File: src/rtl/serial_word_rx.sv
// serial_word_rx
//
// Serial-to-parallel word receiver. Accepts one bit per clock when
// sin_valid is high and shifts it into an assembly register. The bit order
// (LSB-first or MSB-first) is captured at the first bit of each word. Every
// WIDTH accepted bits form a word, which goes into a one-deep output buffer
// with a valid/ready handshake.
//
// Ports:
//   clk         clock, rising edge
//   rst         synchronous, active-high reset
//   sin         serial data bit
//   sin_valid   sin is sampled on this edge
//   lsb_first   1: first bit lands in dout[0]; 0: first bit lands in dout[WIDTH-1]
//   sync        discard the partial word and restart framing (overrides sin_valid)
//   ovr_clr     clear the sticky overrun flag (a same-edge set wins)
//   dout        received word, stable while dout_valid is high
//   dout_valid  dout holds an unconsumed word
//   dout_ready  consumer accepts dout on this edge
//   overrun     sticky: a completed word was dropped because the buffer was full
//   bits        bit count of the current partial word (0..WIDTH-1)
//
// Handshake: a transfer happens on every rising edge where dout_valid and
// dout_ready are both high. dout is held constant from the edge that raises
// dout_valid until the edge of the transfer. dout_ready may be high while
// dout_valid is low, and it has no effect then.

module serial_word_rx #(
    parameter int WIDTH = 4,
    parameter int CW    = $clog2(WIDTH + 1)
) (
    input  logic             clk,
    input  logic             rst,
    input  logic             sin,
    input  logic             sin_valid,
    input  logic             lsb_first,
    input  logic             sync,
    input  logic             ovr_clr,
    output logic [WIDTH-1:0] dout,
    output logic             dout_valid,
    input  logic             dout_ready,
    output logic             overrun,
    output logic [CW-1:0]    bits
);

    logic [WIDTH-1:0] sh_q, sh_d;
    logic [CW-1:0]    bits_q, bits_d;
    logic             mode_q, mode_d;
    logic [WIDTH-1:0] dout_q, dout_d;
    logic             dout_valid_q, dout_valid_d;
    logic             overrun_q, overrun_d;

    logic             accept;
    logic             word_start;
    logic             eff_mode;
    logic             word_done;
    logic             transfer;
    logic [WIDTH-1:0] shifted;

    always_comb begin
        accept     = sin_valid && !sync;
        word_start = (bits_q == '0);
        // The first bit of a word uses lsb_first directly, because mode is
        // only being captured on that same edge.
        eff_mode   = word_start ? lsb_first : mode_q;
        shifted    = eff_mode ? {sin, sh_q[WIDTH-1:1]} : {sh_q[WIDTH-2:0], sin};
        word_done  = accept && (bits_q == CW'(WIDTH - 1));
        transfer   = dout_valid_q && dout_ready;

        sh_d         = sh_q;
        bits_d       = bits_q;
        mode_d       = mode_q;
        dout_d       = dout_q;
        dout_valid_d = dout_valid_q;
        overrun_d    = overrun_q;

        if (sin_valid && word_start) begin
            mode_d = lsb_first;
        end

        if (sync) begin
            sh_d   = '0;
            bits_d = '0;
        end else if (accept) begin
            sh_d   = shifted;
            bits_d = word_done ? '0 : bits_q + CW'(1);
        end

        if (ovr_clr) begin
            overrun_d = 1'b0;
        end

        if (word_done) begin
            if (!dout_valid_q || transfer) begin
                dout_d       = shifted;
                dout_valid_d = 1'b1;
            end else begin
                // Buffer full and not draining: drop the new word.
                overrun_d = 1'b1;
            end
        end else if (transfer) begin
            dout_valid_d = 1'b0;
        end
    end

    always_ff @(posedge clk) begin
        if (rst) begin
            sh_q         <= '0;
            bits_q       <= '0;
            mode_q       <= 1'b0;
            dout_q       <= '0;
            dout_valid_q <= 1'b0;
            overrun_q    <= 1'b0;
        end else begin
            sh_q         <= sh_d;
            bits_q       <= bits_d;
            mode_q       <= mode_d;
            dout_q       <= dout_d;
            dout_valid_q <= dout_valid_d;
            overrun_q    <= overrun_d;
        end
    end

    assign dout       = dout_q;
    assign dout_valid = dout_valid_q;
    assign overrun    = overrun_q;
    assign bits       = bits_q;

endmodule

File: config.mk
export PLATFORM = sky130hd
export DESIGN_NAME = serial_word_rx
export DESIGN_NICKNAME = d
export VERILOG_FILES = /design/src/rtl/serial_word_rx.sv
export SDC_FILE = /design/constraint.sdc
export NUM_CORES = 1
export LEC_CHECK = 0
export CORE_ASPECT_RATIO = 0.75
export CORE_UTILIZATION = 42
export CTS_CLUSTER_DIAMETER = 200
export DETAILED_ROUTE_END_ITERATION = 8
export PLACE_DENSITY_LB_ADDON = 0.12
export SKIP_CTS_REPAIR_TIMING = 1
export SYNTH_ARGS = -nofsm -noshare
export SYNTH_HDL_FRONTEND = slang
export SYNTH_SLANG_ARGS = --single-unit
File: constraint.sdc
create_clock -name clk -period 4.8 [get_ports clk]
set_clock_uncertainty 0.15 [all_clocks]
set_input_delay 0.96 -clock clk [delete_from_list [all_inputs] [get_ports clk]]
set_output_delay 0.96 -clock clk [all_outputs]
set_load 0.02 [all_outputs]
==> results of run 1 <==
synth_stat cells (all sizes together):
cell	n	area share, %
a21oi	6	4.1
a311oi	4	4.8
a31oi	8	6.9
and2	5	4.6
and3b	1	1.2
buf	2	2.2
clkbuf	1	0.51
dfxtp	14	38
ha	3	5.2
inv	4	2.1
mux2i	4	5.5
nand2b	2	1.7
nand3b	2	2.1
nor2	4	2.1
nor2b	5	4.3
nor3	3	2.1
nor4bb	4	5.5
o21ai	8	5.5
or2b	1	1.2
path summary, 6_finish.rpt:
check                         end                  from  slack [ps]  depth (start not counted)
min reg2reg    overrun$_SDFF_PP0_    overrun$_SDFF_PP0_         320                          2
min            overrun$_SDFF_PP0_    overrun$_SDFF_PP0_         320                          2
max reg2reg  dout[3]$_SDFFE_PP0P_  bits[2]$_SDFFE_PP0P_        3070                          5
max                       bits[2]  bits[2]$_SDFFE_PP0P_        2230                          1
layout make-up:
| type | instances | share of cell area (%) |
|---|---|---|
| Tap cell | 21 | 2.865 |
| Sequential cell | 14 | 30.56 |
| Timing Repair Buffer | 16 | 17.46 |
| Inverter | 4 | 1.637 |
| Multi-Input combinational cell | 60 | 45.02 |
| Clock buffer | 3 | 2.456 |
sequential cells by signal, indices dropped and copies added (netlist names):
name / cells
dout: 4
overrun: 1
mode_q: 1
sh_q: 4
dout_valid: 1
bits: 3
through the flow:
step,total power (W),setup WS [ps],hold slack (ps),utilization [%],area (um2)
after floorplan,0.0001379,2884,366.3,-,728.2
after CTS,0.0002128,2233,326.4,59.30,917.1
after detailed placement,0.0001499,2122,314.2,57.85,894.6
after global routing,0.0002240,2161,350.4,59.30,917.1
after global placement,0.0001497,2153,312.2,57.85,894.6
final,0.0002132,2229,323.1,59.30,917.1
routing by layer:
metal  routed length, um  global-route usage [%]  up-vias
met5                   0                       0        -
met4                  25                   11.43        0
met3                 149                   6.746        4
met2                 698                   27.67       29
met1                 780                   27.05      305
li1                    -                       -      334
cell families after synthesis:
group	Yosys count	share of synthesized area [%]
AOI/OAI and AO/OA	26	21.31
adders and majority gates	3	5.155
muxes	4	5.499
buffers and inverters	7	4.809
and+or+nand+nor	27	24.74
DFF	14	38.49
power by group through the flow:
stage	clock network, W	logic, W	registers, W
5_1_grt	0.0000731	0.0000287	0.000122
6_report	0.0000654	0.0000262	0.000122
4_1_cts	0.0000654	0.0000259	0.000122
3_3_place_gp	0	0.0000254	0.000124
2_1_floorplan	0	0.0000140	0.000124
3_5_place_dp	0	0.0000258	0.000124
==> impl_metrics.ini, run 1 <==
[critical_path]
start_kind = flop
critPathArrivalTime_ps = 1460
cp-end-kind = output port
cp_num_buf_inv = 1
worstPathRequired_ps = 3690
cpPeakStageDelay_ps = 670
crit_slowest_cell = clkdlybuf4s50_1
critPathMaxFanout = 10
path_cells = clkdlybuf4s50_1
cpLargestDelayFamily = buffers and inverters
critical_path_class = reg -> out

[grt]
track_usage_pct = 20.07
grt_pass1_vias = 575
overflow = 0
grt_max_degree = 14
grt_pass1_wl_um = 2711
antenna_found_initial = 0

[cts]
cts_sinks = 14
cts_buffers = 3
cts_max_path_buffers = 2
clock_latency_ps = 280
clk_pin_slew_worst_paths_ps = 80
cts_root_buf = clkbuf_4
tritoncts = built
htree_levels = 1

[power]
ir_worst_vdd_mv = 0.1007
powerDensity_nw_per_um2 = 232.5
p_clk_share_pct = 30.7
internal_power_w = 0.0001608
seqPwrFrac_pct = 57.1
power_switching_w = 0.00005239
swShare_pct = 24.57
combPwrFrac_pct = 12.3
leakage_nw = 0.3289

[synthesis]
ys_warn_count = 0
ys_types = 21
syn_inst = 81
synth_seq_area_share_pct = 38.49
synth.net_count = 92
synth.avg_cell_area_um2 = 8.990
synth_seq_cells = 14
syn_area_um2 = 728.2

[sta]
fin_crit_sh_pct = 53.56
period_needed_ps = 2571
rsz0062_at_grt = no
worst_pin_slew_ps = 446.3
max_freq_mhz = 389.0
finalHoldViolCount = 0
setup_viol = 0
max_slew_margin_pct = 70.15
timing.setup.tns_ps = 0
finalMaxSlewViolations = 0

[floorplanning]
row_count = 12
core_um2 = 1546
initial_core_util_pct = 47.09
fp.dieH_um = 38.06
die-width_um = 50.08
die-area_um2 = 1906
pin_count = 17

[flow_run]
drv_cap = 0

[drt]
routed_wirelength_um = 1654
drc = 0
vias = 672
via_per_inst = 5.695
antenna_left = 0
drtIter0Drc = 16
firstDrtPassIters = 7
routedWlPerCell_um = 14.02

[finish]
area_growth_pct = 25.95
layout_common_cells = clkdlybuf4s50_1 (16), dfxtp_1 (14), o21ai_0 (8), a31oi_1 (8), a21oi_1 (6)
nFillCells = 137
layout_commonest_cell = clkdlybuf4s50_1
n_antenna_cell = 0
regArea_um2 = 280.3
finalNonFillerCells = 118
drive_gt1_share_pct = 5.155
multi_input_area_um2 = 412.9
fin_nets = 110

[placement]
dpl.cell_count = 115
dpl.hpwl_um = 1246
port_buffers = 16
gp_congestion = 0.9258

[outcome]
status = finished, final reports clean

[min_path]
hp-class = reg -> reg
Power figures use the tool's default switching activity.
==> run 2: changes to the inputs <==
==> constraint.sdc (replaced) <==
create_clock -name clk -period 2.2 [get_ports clk]
set_clock_uncertainty 0.15 [all_clocks]
set_input_delay 0.44 -clock clk [delete_from_list [all_inputs] [get_ports clk]]
set_output_delay 0.44 -clock clk [all_outputs]
set_load 0.02 [all_outputs]
==> impl_metrics.ini, run 2 (synthesized netlist as in run 1, its figures left out) <==
[outcome]
status = finished, final reports clean

[cts]
tritoncts = built
cts_max_path_buffers = 2
cts_buffers = 3
clk_pin_slew_worst_paths_ps = 80
cts_sinks = 14
htree_levels = 1
clock_latency_ps = 290
cts_root_buf = clkbuf_4

[finish]
layout_common_cells = clkdlybuf4s50_1 (16), dfxtp_1 (14), o21ai_0 (8), a31oi_1 (8), a21oi_1 (6)
drive_gt1_share_pct = 8.000
fin_nets = 112
layout_commonest_cell = clkdlybuf4s50_1
n_antenna_cell = 0
finalNonFillerCells = 121
final_cell_area_um2 = 945.9
area_growth_pct = 29.90

[floorplanning]
row_count = 12
initial_core_util_pct = 47.09
pin_count = 17
die-area_um2 = 1906
fp.dieH_um = 38.06
core_um2 = 1546
die-width_um = 50.08

[sta]
max_freq_mhz = 484.3
finalHoldViolCount = 0
rsz0062_at_grt = no
setup_viol = 0
timing.setup.tns_ps = 0
worst_pin_slew_ps = 330.4
max_slew_margin_pct = 77.94
finalMaxSlewViolations = 0
fin_crit_sh_pct = 93.85
fin_ws_ps = 135.2
hold_ws_ps = 331.9
period_needed_ps = 2065

[critical_path]
start_kind = flop
worstPathRequired_ps = 1610
cp_num_buf_inv = 1
cpLargestDelayFamily = buffers and inverters
cp-end-kind = output port
critical_path_class = reg -> out
reg2reg_depth = 5
critPathArrivalTime_ps = 1470
critPathMaxFanout = 10
timing.critical_path.depth = 1
path_cells = clkdlybuf4s50_1
crit_slowest_cell = clkdlybuf4s50_1
cpPeakStageDelay_ps = 670

[flow_run]
drv_cap = 0

[placement]
dpl.cell_count = 117
gp_congestion = 0.8848
port_buffers = 16
dpl.hpwl_um = 1190
place_area_um2 = 909.6
post-place-ws_ps = 227.2

[min_path]
hold_path_depth = 2
hp-class = reg -> reg

[drt]
routed_wirelength_um = 1616
routedWlPerCell_um = 13.36
firstDrtPassIters = 5
via_per_inst = 5.587
vias = 676
antenna_left = 0
drc = 0
drtIter0Drc = 28

[grt]
antenna_found_initial = 0
grt_pass1_vias = 551
grt_pass1_wl_um = 2587
track_usage_pct = 19.68
overflow = 0
grt_max_degree = 13

[power]
leakage_nw = 0.3457
ir_worst_vdd_mv = 0.3293
powerDensity_nw_per_um2 = 543.4
[run 2: cell types whose count changed in the layout (fill, tap and decap cells not counted), sizes merged]
cell | before | now
clkbuf | 3 | 4
buf | 0 | 2
[run 2: path summary, 6_finish.rpt]
path	startpoint	endpoint	slack, ps
worst max-delay path	bits[2]$_SDFFE_PP0P_	bits[2]	140
worst min-delay path	overrun$_SDFF_PP0_	overrun$_SDFF_PP0_	330
worst max register to register	bits[2]$_SDFFE_PP0P_	dout[3]$_SDFFE_PP0P_	430
worst min register to register	overrun$_SDFF_PP0_	overrun$_SDFF_PP0_	330
[run 2: power by group]
group          total (W)  switching [W]  internal [W]
Combinational  0.0000599      0.0000287     0.0000312
Clock           0.000189      0.0000879      0.000101
Sequential      0.000265     0.00000683      0.000259
[run 2: final cells by class]
class	instances	area [um2]
Fill cell	138	600.6
Multi-Input combinational cell	60	412.9
Sequential cell	14	280.3
Timing Repair Buffer	18	175.2
Clock buffer	4	36.28
Tap cell	21	26.28
Inverter	4	15.01
[run 2: stage by stage]
step	total power [W]	util, %
5_1_grt	0.0005337	61.17
6_report	0.0005140	61.17
3_5_place_dp	0.0003304	58.82
2_1_floorplan	0.0003009	-
3_3_place_gp	0.0003295	58.82
4_1_cts	0.0005154	61.17
[run 2: per-layer routing]
metal	share of wire [%]	up-vias	global-route usage, %
met3	6.4	4	5.952
met5	0	-	0
met2	40	26	26.67
li1	-	340	-
met4	1.7	0	10.71
met1	52	306	27.49
[run 2: tightest hold or removal path: stages, from the launching register on]
cell and delay (ps):
dfxtp_1 320, nand2b_1 70, a21oi_1 60
==> run 3: changes to the inputs <==
--- a/config.mk
+++ b/config.mk
@@ -5,10 +5,10 @@
 export SDC_FILE = /design/constraint.sdc
 export NUM_CORES = 1
 export LEC_CHECK = 0
-export CORE_ASPECT_RATIO = 0.75
 export CORE_UTILIZATION = 42
 export CTS_CLUSTER_DIAMETER = 200
 export DETAILED_ROUTE_END_ITERATION = 8
+export DONT_BUFFER_PORTS = 1
 export PLACE_DENSITY_LB_ADDON = 0.12
 export SKIP_CTS_REPAIR_TIMING = 1
 export SYNTH_ARGS = -nofsm -noshare
==> impl_metrics.ini, run 3 (synthesized netlist as in run 1, its figures left out) <==
[grt]
grt_pass1_vias = 562
grt_util_met2_pct = 28.36
track_usage_pct = 18.02
grt-busiest-layer = met2
met1_usage_pct = 20.77
grt_max_degree = 14
overflow = 0
grt_pass1_wl_um = 2490
antenna_found_initial = 0
use_met3_pct = 10.00

[finish]
n_antenna_cell = 0
area_growth_pct = 6.014
regArea_um2 = 280.3
fin_nets = 95
drive_gt1_share_pct = 8.434
nFillCells = 145
multi_input_area_um2 = 412.9
layout_commonest_cell = dfxtp_1
layout_common_cells = dfxtp_1 (14), o21ai_0 (8), a31oi_1 (8)

[cts]
htree_levels = 1
cts_max_path_buffers = 2
clock_latency_ps = 280
cts_sinks = 14
cts_buffers = 3
tritoncts = built
clk_pin_slew_worst_paths_ps = 90
cts_root_buf = clkbuf_4

[sta]
finalMaxSlewViolations = 0
period_needed_ps = 1805
hold_ws_ps = 65.49
fin_ws_ps = 394.8
fin_crit_sh_pct = 82.05
max_freq_mhz = 554.0
finalHoldViolCount = 0
max_slew_margin_pct = 79.13
worst_pin_slew_ps = 312.7
rsz0062_at_grt = no
timing.setup.tns_ps = 0
setup_viol = 0

[drt]
via_per_inst = 6.000
firstDrtPassIters = 4
routed_wirelength_um = 1485
vias = 594
drtIter0Drc = 10
drc = 0
routedWlPerCell_um = 15.00
antenna_left = 0

[power]
power_w = 0.0004837
leakage_nw = 0.2835
powerDensity_nw_per_um2 = 626.6
ir_worst_vdd_mv = 0.4298

[floorplanning]
pin_count = 17
row_count = 14
die-width_um = 43.64
die-area_um2 = 1904
core_um2 = 1559
fp.dieH_um = 43.64
initial_core_util_pct = 46.71

[critical_path]
r2r_slack_ps = 390
crit_slowest_cell = dfxtp_1
timing.rr.start = bits[0]$_SDFFE_PP0P_
cpPeakStageDelay_ps = 410
cpMostUsedCell = ha_1
cp-startpoint = bits[0]$_SDFFE_PP0P_
critical_path_class = reg -> reg
start_kind = flop
critPathMaxFanout = 7
cp-end-kind = flop
worstPathRequired_ps = 2240
critPathArrivalTime_ps = 1850
path_cells = ha_1, ha_1, and3b_1, and2_4, a311oi_1

[min_path]
hp-class = in -> reg
min_from = rst

[placement]
gp_congestion = 0.7995
dpl.hpwl_um = 1100
post-place-ws_ps = 412.4
port_buffers = 0

[flow_run]
drv_cap = 0

[outcome]
status = finished, final reports clean
==> run 3: metal layers <==
layer	share of wire (%)	wire (um)
met5	0	0
met4	0.88	13
met3	5.5	82
met2	47	700
met1	46	688
==> run 3: worst paths after layout <==
check	to	depth (start not counted)
setup / recovery	dout[3]$_SDFFE_PP0P_	5
hold / removal	mode_q$_SDFFE_PP0P_	1
setup reg to reg	dout[3]$_SDFFE_PP0P_	5
hold reg to reg	sh_q[3]$_SDFFE_PP0P_	2
==> run 3: worst max-delay path: cells and delay by family, from the launching register on <==
kind / cells / cell delay (ps)
adder cells (fa/ha/maj): 2 / 450
AND/OR/NAND/NOR: 2 / 440
flip-flops: 1 / 410
AO/OA/AOI/OAI: 1 / 260
==> run 3: power breakdown <==
part           internal [W]  switching, W
sequential         0.000258    0.00000804
combinational     0.0000163     0.0000141
clock              0.000101     0.0000861
total              0.000375      0.000108
==> run 3: layout make-up <==
class	count	area share, %
well taps	16	2.593
flip-flops and latches	14	36.30
clock buffers	4	4.700
repair buffers	1	0.9724
inverters	4	1.945
multi-input cells	60	53.48
==> run 3: metrics by stage <==
step | utilization (%) | cell area (um2) | cells
final | 49.52 | 772.0 | 99
after CTS | 49.52 | 772.0 | 99
after global placement | 47.19 | 735.7 | 95
after detailed placement | 47.19 | 735.7 | 95
after global routing | 49.52 | 772.0 | 99
after floorplan | - | 728.2 | 81
